File: config.mk
export PLATFORM = sky130hd
export DESIGN_NAME = cnn_input_loader
export DESIGN_NICKNAME = d
export VERILOG_FILES = /design/src/rtl/cnn_io_pkg.sv /design/src/rtl/cnn_frame_fill.sv /design/src/rtl/cnn_input_loader.sv
export SDC_FILE = /design/constraint.sdc
export NUM_CORES = 2
export LEC_CHECK = 0
export CAP_MARGIN = 20
export CELL_PAD_IN_SITES_DETAIL_PLACEMENT = 1
export CELL_PAD_IN_SITES_GLOBAL_PLACEMENT = 1
export CORE_ASPECT_RATIO = 1.5
export CORE_MARGIN = 1
export CORE_UTILIZATION = 46
export DETAILED_ROUTE_END_ITERATION = 6
export GPL_TIMING_DRIVEN = 0
export HOLD_SLACK_MARGIN = 0.15
export PLACE_DENSITY = 0.81
export SYNTH_ARGS = -nofsm -noshare
export SYNTH_HDL_FRONTEND = slang
export SYNTH_SLANG_ARGS = --single-unit
File: constraint.sdc
create_clock -name ap_clk -period 4.4 [get_ports ap_clk]
set_input_delay 1.32 -clock ap_clk [delete_from_list [all_inputs] [get_ports ap_clk]]
set_output_delay 1.32 -clock ap_clk [all_outputs]
set_load 0.01 [all_outputs]
File: src/rtl/cnn_io_pkg.sv
// Shared constants, FSM state type and pixel slice helper for the CNN input loader.
package cnn_io_pkg;
  localparam int DATA_W     = 16;
  localparam int NUM_PIXELS = 64;
  localparam int FRAME_W    = DATA_W * NUM_PIXELS;
  localparam int PIX_CNT_W  = $clog2(NUM_PIXELS);

  typedef enum logic [1:0] {IDLE, START, WAIT_DONE} state_t;

  // Low bit of pixel k in the frame bus; pixel 0 occupies the MSBs.
  function automatic int pix_lo(input int k);
    return FRAME_W - (k + 1) * DATA_W;
  endfunction
endpackage

File: src/rtl/cnn_frame_fill.sv
// Pixel stream collector: beat counter, s_last framing check and the fill buffer.
module cnn_frame_fill
  import cnn_io_pkg::*;
(
  input  logic               clk,
  input  logic               rst_n,
  input  logic [DATA_W-1:0]  s_data,
  input  logic               s_valid,
  input  logic               s_last,
  input  logic               take,
  output logic               s_ready,
  output logic               fill_full,
  output logic [FRAME_W-1:0] fill_data,
  output logic               err_pulse
);
  logic [PIX_CNT_W-1:0] cnt_reg;
  logic                 full_reg;
  logic [FRAME_W-1:0]   buf_reg;
  logic                 accept;
  logic                 at_end;

  // Gated by reset so the upstream never sees ready while the loader is held.
  assign s_ready   = rst_n && !full_reg;
  assign accept    = s_valid && s_ready;
  assign at_end    = (cnt_reg == PIX_CNT_W'(NUM_PIXELS - 1));
  assign err_pulse = accept && (at_end ? !s_last : s_last);
  assign fill_full = full_reg;
  assign fill_data = buf_reg;

  always_ff @(posedge clk or negedge rst_n) begin
    if (!rst_n) begin
      cnt_reg  <= '0;
      full_reg <= 1'b0;
      buf_reg  <= '0;
    end else begin
      if (take)
        full_reg <= 1'b0;
      if (accept) begin
        buf_reg[pix_lo(int'(cnt_reg)) +: DATA_W] <= s_data;
        if (at_end) begin
          cnt_reg  <= '0;
          full_reg <= 1'b1;
        end else if (s_last) begin
          // Early s_last: drop the partial frame and restart at pixel 0.
          cnt_reg <= '0;
        end else begin
          cnt_reg <= cnt_reg + 1'b1;
        end
      end
    end
  end
endmodule

File: src/rtl/cnn_input_loader.sv
// Frame loader for the CNN core: hold register, ap_ctrl_hs FSM, frame counter
// and sticky framing error on top of the fill buffer.
module cnn_input_loader
  import cnn_io_pkg::*;
#(
  parameter int CNT_W = 16
) (
  input  logic               ap_clk,
  input  logic               ap_rst_n,
  input  logic [DATA_W-1:0]  s_data,
  input  logic               s_valid,
  output logic               s_ready,
  input  logic               s_last,
  input  logic               err_clr,
  output logic               ap_start,
  input  logic               ap_ready,
  input  logic               ap_done,
  output logic [FRAME_W-1:0] conv2d_1_input_V,
  output logic               conv2d_1_input_V_ap_vld,
  output logic               busy,
  output logic [CNT_W-1:0]   frame_count,
  output logic               frame_err
);
  logic               fill_full;
  logic               err_pulse;
  logic [FRAME_W-1:0] fill_data;
  logic               transfer;
  logic               rel_hold;
  logic [FRAME_W-1:0] hold_reg;
  logic               hold_valid_reg;
  logic               start_reg;
  logic               err_reg;
  logic [CNT_W-1:0]   count_reg;
  state_t             state_reg;
  state_t             state_next;

  cnn_frame_fill u_fill (
    .clk       (ap_clk),
    .rst_n     (ap_rst_n),
    .s_data    (s_data),
    .s_valid   (s_valid),
    .s_last    (s_last),
    .take      (transfer),
    .s_ready   (s_ready),
    .fill_full (fill_full),
    .fill_data (fill_data),
    .err_pulse (err_pulse)
  );

  // A frame released this cycle frees the hold register for the waiting one.
  assign transfer = fill_full && (!hold_valid_reg || rel_hold);

  always_comb begin
    state_next = state_reg;
    rel_hold   = 1'b0;
    case (state_reg)
      IDLE: begin
        if (hold_valid_reg)
          state_next = START;
      end
      START: begin
        if (ap_ready) begin
          state_next = ap_done ? IDLE : WAIT_DONE;
          rel_hold   = ap_done;
        end
      end
      WAIT_DONE: begin
        if (ap_done) begin
          state_next = IDLE;
          rel_hold   = 1'b1;
        end
      end
      default: state_next = IDLE;
    endcase
  end

  always_ff @(posedge ap_clk or negedge ap_rst_n) begin
    if (!ap_rst_n) begin
      state_reg      <= IDLE;
      start_reg      <= 1'b0;
      hold_reg       <= '0;
      hold_valid_reg <= 1'b0;
      count_reg      <= '0;
      err_reg        <= 1'b0;
    end else begin
      state_reg <= state_next;
      start_reg <= (state_next == START);
      if (transfer) begin
        hold_reg       <= fill_data;
        hold_valid_reg <= 1'b1;
      end else if (rel_hold) begin
        hold_valid_reg <= 1'b0;
      end
      if (rel_hold)
        count_reg <= count_reg + 1'b1;
      if (err_pulse)
        err_reg <= 1'b1;
      else if (err_clr)
        err_reg <= 1'b0;
    end
  end

  assign ap_start                = start_reg;
  assign conv2d_1_input_V_ap_vld = start_reg;
  assign conv2d_1_input_V        = hold_reg;
  assign busy                    = hold_valid_reg;
  assign frame_count             = count_reg;
  assign frame_err               = err_reg;
endmodule

Yosys cells after proc, flatten, opt, wreduce, memory -nomap -nowiden
Index checks and enable logic that the tools add are counted.
{"block": "classes", "addsub": 5, "n_eq_ne": 4, "shift": 2, "n_mux": 19, "reduce_logical": 11}
{"cell": "bitwise mux 1024 bit", "count": 1}
{"cell": "variable shift 16 x 33 -> 1024 bit (first input constant)", "count": 1}
{"cell": "variable part select 16 x 33 -> 1024 bit", "count": 1}
{"cell": "negation 32 -> 33 bit", "count": 1}
{"cell": "subtractor 12 x 32 -> 32 bit (first input constant)", "count": 1}
{"cell": "adder 16 x 1 -> 16 bit (second input constant)", "count": 1}
{"cell": "2-to-1 mux 6 bit", "count": 2}
{"cell": "2-to-1 mux 1 bit", "count": 10}
{"cell": "2-to-1 mux 2 bit", "count": 4}
{"cell": "adder 6 x 1 -> 7 bit (second input constant)", "count": 1}
{"cell": "adder 6 x 1 -> 6 bit (second input constant)", "count": 1}
{"cell": "equality test 6 bit (second input constant)", "count": 1}
{"cell": "one-hot mux 2 bit (3 select lines)", "count": 1}
{"cell": "equality test 2 x 1 -> 1 bit (second input constant)", "count": 2}
{"cell": "logical AND 1 bit", "count": 4}
{"cell": "nonzero test 2 bit", "count": 2}
{"cell": "logical NOT 1 bit", "count": 3}
{"cell": "equality test 2 bit (second input constant)", "count": 1}
{"cell": "logical NOT 2 bit", "count": 1}
{"cell": "one-hot mux 1 bit (2 select lines)", "count": 1}
{"cell": "logical OR 1 bit", "count": 1}
{"block": "word_totals", "regBits": 2076, "in_bits": 23, "output_inout_bits": 1045, "word_cells": 50}

Depth between registers and ports, before layout
{"block": "depth", "ltp_word": 7, "depth_mapped": 15, "mapped_depth_nobuf": 11}

Cells and area by module
A second synthesis with hierarchy kept.
{"block": "hier_totals", "hier_cells": 5721, "hier_area_um2": 79502.5}
{"module": "cnn_frame_fill", "n_inst": 1, "cells_each": 3469, "area_each_um2": 40383.7, "seq_area_each_um2": 25799.7}
{"module": "cnn_input_loader", "n_inst": 1, "cells_each": 2252, "area_each_um2": 39118.8, "seq_area_each_um2": 26150.1}

Worst setup path before layout
OpenSTA, ideal clock, no wires.
{"block": "synth_timing", "path_kind": "register to register", "from": "register u_fill.cnt_reg[0]", "to": "register u_fill.buf_reg[870], in the netlist u_fill.fill_data[870]", "setup_time_ns": 0.125, "arrival_ns": 3.657, "t_required_ns": 4.275, "setup_slack_ns": 0.618, "stages_incl_launch_ff": 15, "n_path_buf": 4, "synth_period_minus_slack_ns": 3.782, "cell_sequence": "dfrtp_1 -> ha_1 -> buf_4 -> nand3_1 -> or2_2 -> clkbuf_1 -> inv_2 -> ha_1 -> nor3_1 -> o21ai_0 -> or2_0 -> buf_2 -> a211oi_2 -> buf_6 -> mux2_2"}
{"block": "synth_between", "elab_chain_cells": 5, "word_cells_on_any_way": 6, "cone_classes": "3 x add/sub; 2 x shift; 1 x mux"}
{"element": "from (decl)", "line": "cnn_frame_fill.sv:16", "rtl": "logic [PIX_CNT_W-1:0] cnt_reg;"}
{"element": "from (signal assigned)", "line": "cnn_frame_fill.sv:47", "rtl": "cnt_reg <= cnt_reg + 1'b1;"}
{"element": "adder 6 x 1 -> 7 bit *", "line": "cnn_io_pkg.sv:12", "rtl": "return FRAME_W - (k + 1) * DATA_W;"}
{"element": "subtractor 12 x 32 -> 32 bit *", "line": "cnn_io_pkg.sv:12"}
{"element": "negation 32 -> 33 bit *", "line": "cnn_frame_fill.sv:39", "rtl": "buf_reg[pix_lo(int'(cnt_reg)) +: DATA_W] <= s_data;"}
{"element": "variable part select 16 x 33 -> 1024 bit / variable shift 16 x 33 -> 1024 bit (equally long branches)", "line": "cnn_frame_fill.sv:39"}
{"element": "bitwise mux 1024 bit *", "line": "cnn_frame_fill.sv:39"}
{"element": "to (signal, indexed assignment)", "line": "cnn_frame_fill.sv:39"}
{"element": "to (decl)", "line": "cnn_frame_fill.sv:18", "rtl": "logic [FRAME_W-1:0] buf_reg;"}
Mark *: on every way between the ends. The rest lies on a longest branch, timed or not.
A chain may end at the register's enable or synchronous reset.

Worst setup path in the final report
{"block": "layout_timing", "from": "register u_fill.cnt_reg[0]", "to": "register u_fill.buf_reg[808], in the netlist u_fill.fill_data[808]"}
Same word-level chain as after synthesis.

==> out/results.txt <==
The flow ran to the end, and the final reports show no timing, DRC or antenna violations. The delay of the slowest cell on the worst path is 0.48 ns. After detailed routing, the wire length on met1 is 107000 um.

STA puts the critical path data required time at 5.12 ns. The footprint of the multi-input gates is 27700 um^2. After global routing the overflow that remains totals 0. The pre-antenna-repair detailed-routing pass consisted of 5 iterations. For this configuration, the core starts out at a cell density of 46.5%. The start point of the critical path is u_fill.cnt_reg[0]. The die covers 177000 um^2. The number of nets handed over by synthesis was 5084. The main flop type after synthesis was dfrtp_1. The horizontal die dimension works out to 344 um. The port buffer count came out at 1066. The tools report the static power due to leakage as 0.0506 uW. In this design, the critical path's most frequently occurring cell is buf_4.

Counting every instance in the synthesized netlist gives 5053. Maximum number of pins on one net before global-route repair: 186. Wire segments on met3 add up to 25600 um in the final route. The worst path needs 4.24 ns of the cycle, external delays included.

The core region is 174000 um^2. Once layout is complete, the cells apart from fillers number 8880. The transition time of the tightest slew-check pin was 1.18 ns. Detailed placement ended at an HPWL of 214000 um.

The wire length of the first global-routing pass was 424000 um. The number of antenna violations at the first check in global routing came out at 23. After filler insertion, the fill cell instance count of the layout stands at 15938. The tool flagged a number of max-cap violations equal to 0.

For the total of endpoints with negative setup slack in the final report, the log shows 0. After detailed routing, the total wire length is 297000 um. Routability congestion estimate from global placement: 0.854. Clock tree synthesis inserted a total of 191 buffers. The total power consumption of the routed design came out at 40100 uW. The tree is rooted in a clkbuf_16. For the final number of max-transition violations, the log shows 0. The floorplan has 187 rows. During synthesis, Yosys emitted a total of 0 warnings. The violation count after the first detailed-routing iteration is 2421, and the mean instance size in the synthesized netlist is 16.0 um^2. The die is 515 um tall.

The worst pin sits at a relative slew slack of 21.3%. Cells fill 59.2% of the core in the end. Clock-pin slew was measured on the worst setup and hold paths at 0.07 ns. The deepest level of the CTS H-tree is 4, and the synthesis-stage register bit count is 2076. For this run, design rule violations remaining after detail routing come to 0. Relative to the synthesized area, the layout overhead comes to 27.4%.

The run gives 6465 as the total number of nets in the final design. The sequential cell area was 52000 um^2. The share of the Yosys chip area taken by registers is 64.4%. The run gives 4.96 ns as the critical path arrival. The setup clock skew after layout was 0.0529 ns; the number of synthesized flops with an enable pin was 0. The logs give 0 for the count of endpoints failing hold in the final timing report and 8432 for the number of instances in the placed design. The fraction of final layout cells sized beyond drive strength 1 is 40.5%. Yosys attributes the largest share of cell area to dfrtp_1 64%, mux2_2 28%, and2_1 1.5%.

The detail-routed via count per cell works out to 5.59. Dividing total power by cell area gives a power density of 390 nW/um^2. TritonCTS built the clock tree. Of the available clock period, the critical path in the final layout requires 96.3%.

The biggest area contributor in the post-synthesis netlist is dfrtp_1. The worst setup path is of the flip-flop to flip-flop kind. In this run the worst path has a maximum fanout of 10. After detailed routing, the average wire length per cell comes to 33.5 um. The slowest stage of the critical path is the dfrtp_2 cell.

The distinct cell type count of the synthesized netlist is 68. The tightest hold path in the finished design has a slack of 0.401 ns. The top-level port count is 1068. The worst setup path is launched from a flip-flop.

In this run the critical register-to-register path is launched from u_fill.cnt_reg[0]. The run gives 56450 as the number of global-route vias before repair. The worst vdd rail ir drop is 0.000351 V. Traced cell by cell, the critical path runs through ha_2 -> buf_4 -> nand3_1 -> or2_2 -> clkbuf_2 -> inv_4 -> ha_1 -> clkbuf_4 -> nand4_1 -> o221ai_4 -> buf_12 -> buf_4 -> nand3_2 -> buf_2 -> mux2_2.

The global-route total usage across every layer was 33.8%; the fraction of synthesized cell area taken by the top area cell type was 64.4%. Counting along the longest clock path gives a buffer depth of 3. The clock network latency to the later pin of the worst-skew pair is 0.85 ns. STA classifies the critical path endpoint as a flip-flop.

The number of nets with antenna violations after detailed routing was 0; the highest attainable clock frequency was 236 MHz. After detailed routing, the met2 layer carries 146000 um of wire. Hold-fix buffer count after cts: 0. Of all flip-flops after synthesis, the portion carrying an async set or reset was 100%. The number of vias in the routed layout came out at 49616.

Class of the worst hold path: primary input to asynchronous set/reset pin. The clock net in this run drives a total of 2076 sinks. Topmost layer with routed signal wires: met5.

The cell area that synthesis handed to floorplanning was 80700 um^2.
[layer usage]
layer / vias to the layer above / track usage, %
li1: 20557 / -
met4: 4 / 19.8
met2: 1706 / 55.8
met3: 582 / 11.4
met5: - / 0
met1: 26767 / 37.8
[cell usage in the layout (no fill, tap or decap), types with 23 or more instances in the layout]
master / instances
clkbuf_8: 42
clkbuf_2: 40
clkbuf_1: 191
and2_1: 197
nor2_1: 23
clkinv_2: 37
buf_8: 24
clkbuf_16: 192
clkdlybuf4s50_1: 1064
nand2_1: 32
and3_1: 139
buf_4: 87
dfrtp_1: 2074
mux2_1: 27
diode_2: 24
buf_2: 55
mux2_2: 2016
[final timing paths]
path	endpoint	slack, ns	cells past startpoint
worst min register to register	conv2d_1_input_V[848]	0.47	1
min in group ap_clk	conv2d_1_input_V[848]	0.47	1
worst min-delay path	conv2d_1_input_V[736]	0.40	1
worst max-delay path	u_fill.fill_data[808]	0.16	15
max in group asynchronous	frame_count[12]	1.58	5
worst max register to register	u_fill.fill_data[808]	0.16	15
[repair_timing]
action                     4_1_cts  5_1_grt
pin swaps                       30        4
cloned                           5        1
setup endpoints to repair     1958      620
hold endpoints to repair         0        0
setup buffers                   66        7
gates resized for setup         68       18
[metrics by stage]
stage	setup slack (ns)	TNS [ns]	instance area, um^2
2_1_floorplan	0.618	0	80700
3_3_place_gp	-89.80	-	94200
3_5_place_dp	-2.60	-3152.09	95100
4_1_cts	-0.00701	-0.0165	103000
5_1_grt	-0.0328	-0.333	103000
6_report	0.161	0	103000
[kinds of logic after synthesis]
group,after synthesis,share of synthesized area [%]
AO/OA/AOI/OAI,64,0.665
XOR/XNOR,25,0.332
adder cells (fa/ha/maj),8,0.124
buffers and inverters,305,1.66
flip-flops,2076,64.4
multiplexers,2056,28.7
AND/OR/NAND/NOR,519,4.15
[worst max-delay path: cells and delay by family (launching register included)]
family	cells	cell delay (ns)
flops	1	0.48
buf+inv	7	1.59
compound gates	1	0.30
fa+ha+maj	2	0.56
simple gates	4	0.88
mux	1	0.31
[report_power, final]
| group | internal (uW) | total, uW | switching (uW) |
|---|---|---|---|
| Sequential | 19600 | 19900 | 343 |
| Clock | 9680 | 17300 | 7650 |
| Combinational | 941 | 2810 | 1870 |
[Yosys cell counts, drive strengths merged, types with 8 or more instances]
| cell | instances |
|---|---|
| nand2 | 32 |
| nand4 | 27 |
| mux2 | 2043 |
| buf | 93 |
| nor4 | 13 |
| nand3 | 32 |
| nor2 | 28 |
| mux2i | 13 |
| a211oi | 9 |
| nor3 | 23 |
| ha | 8 |
| inv | 16 |
| dfrtp | 2076 |
| and3 | 139 |
| xnor2 | 19 |
| and2 | 197 |
| clkbuf | 196 |
| o21ai | 20 |
[area by class of cell]
type	count	area share (%)
buffer	284	1.31
timing repair buffer	1192	12.0
tap	2268	2.76
sequential	2076	50.6
antenna	24	0.0584
clock buffer	274	5.38
inverter	16	0.0609
clock inverter	73	0.916
multi-input combinational	2673	27.0
No activity file was read; power rests on OpenSTA's default activity.
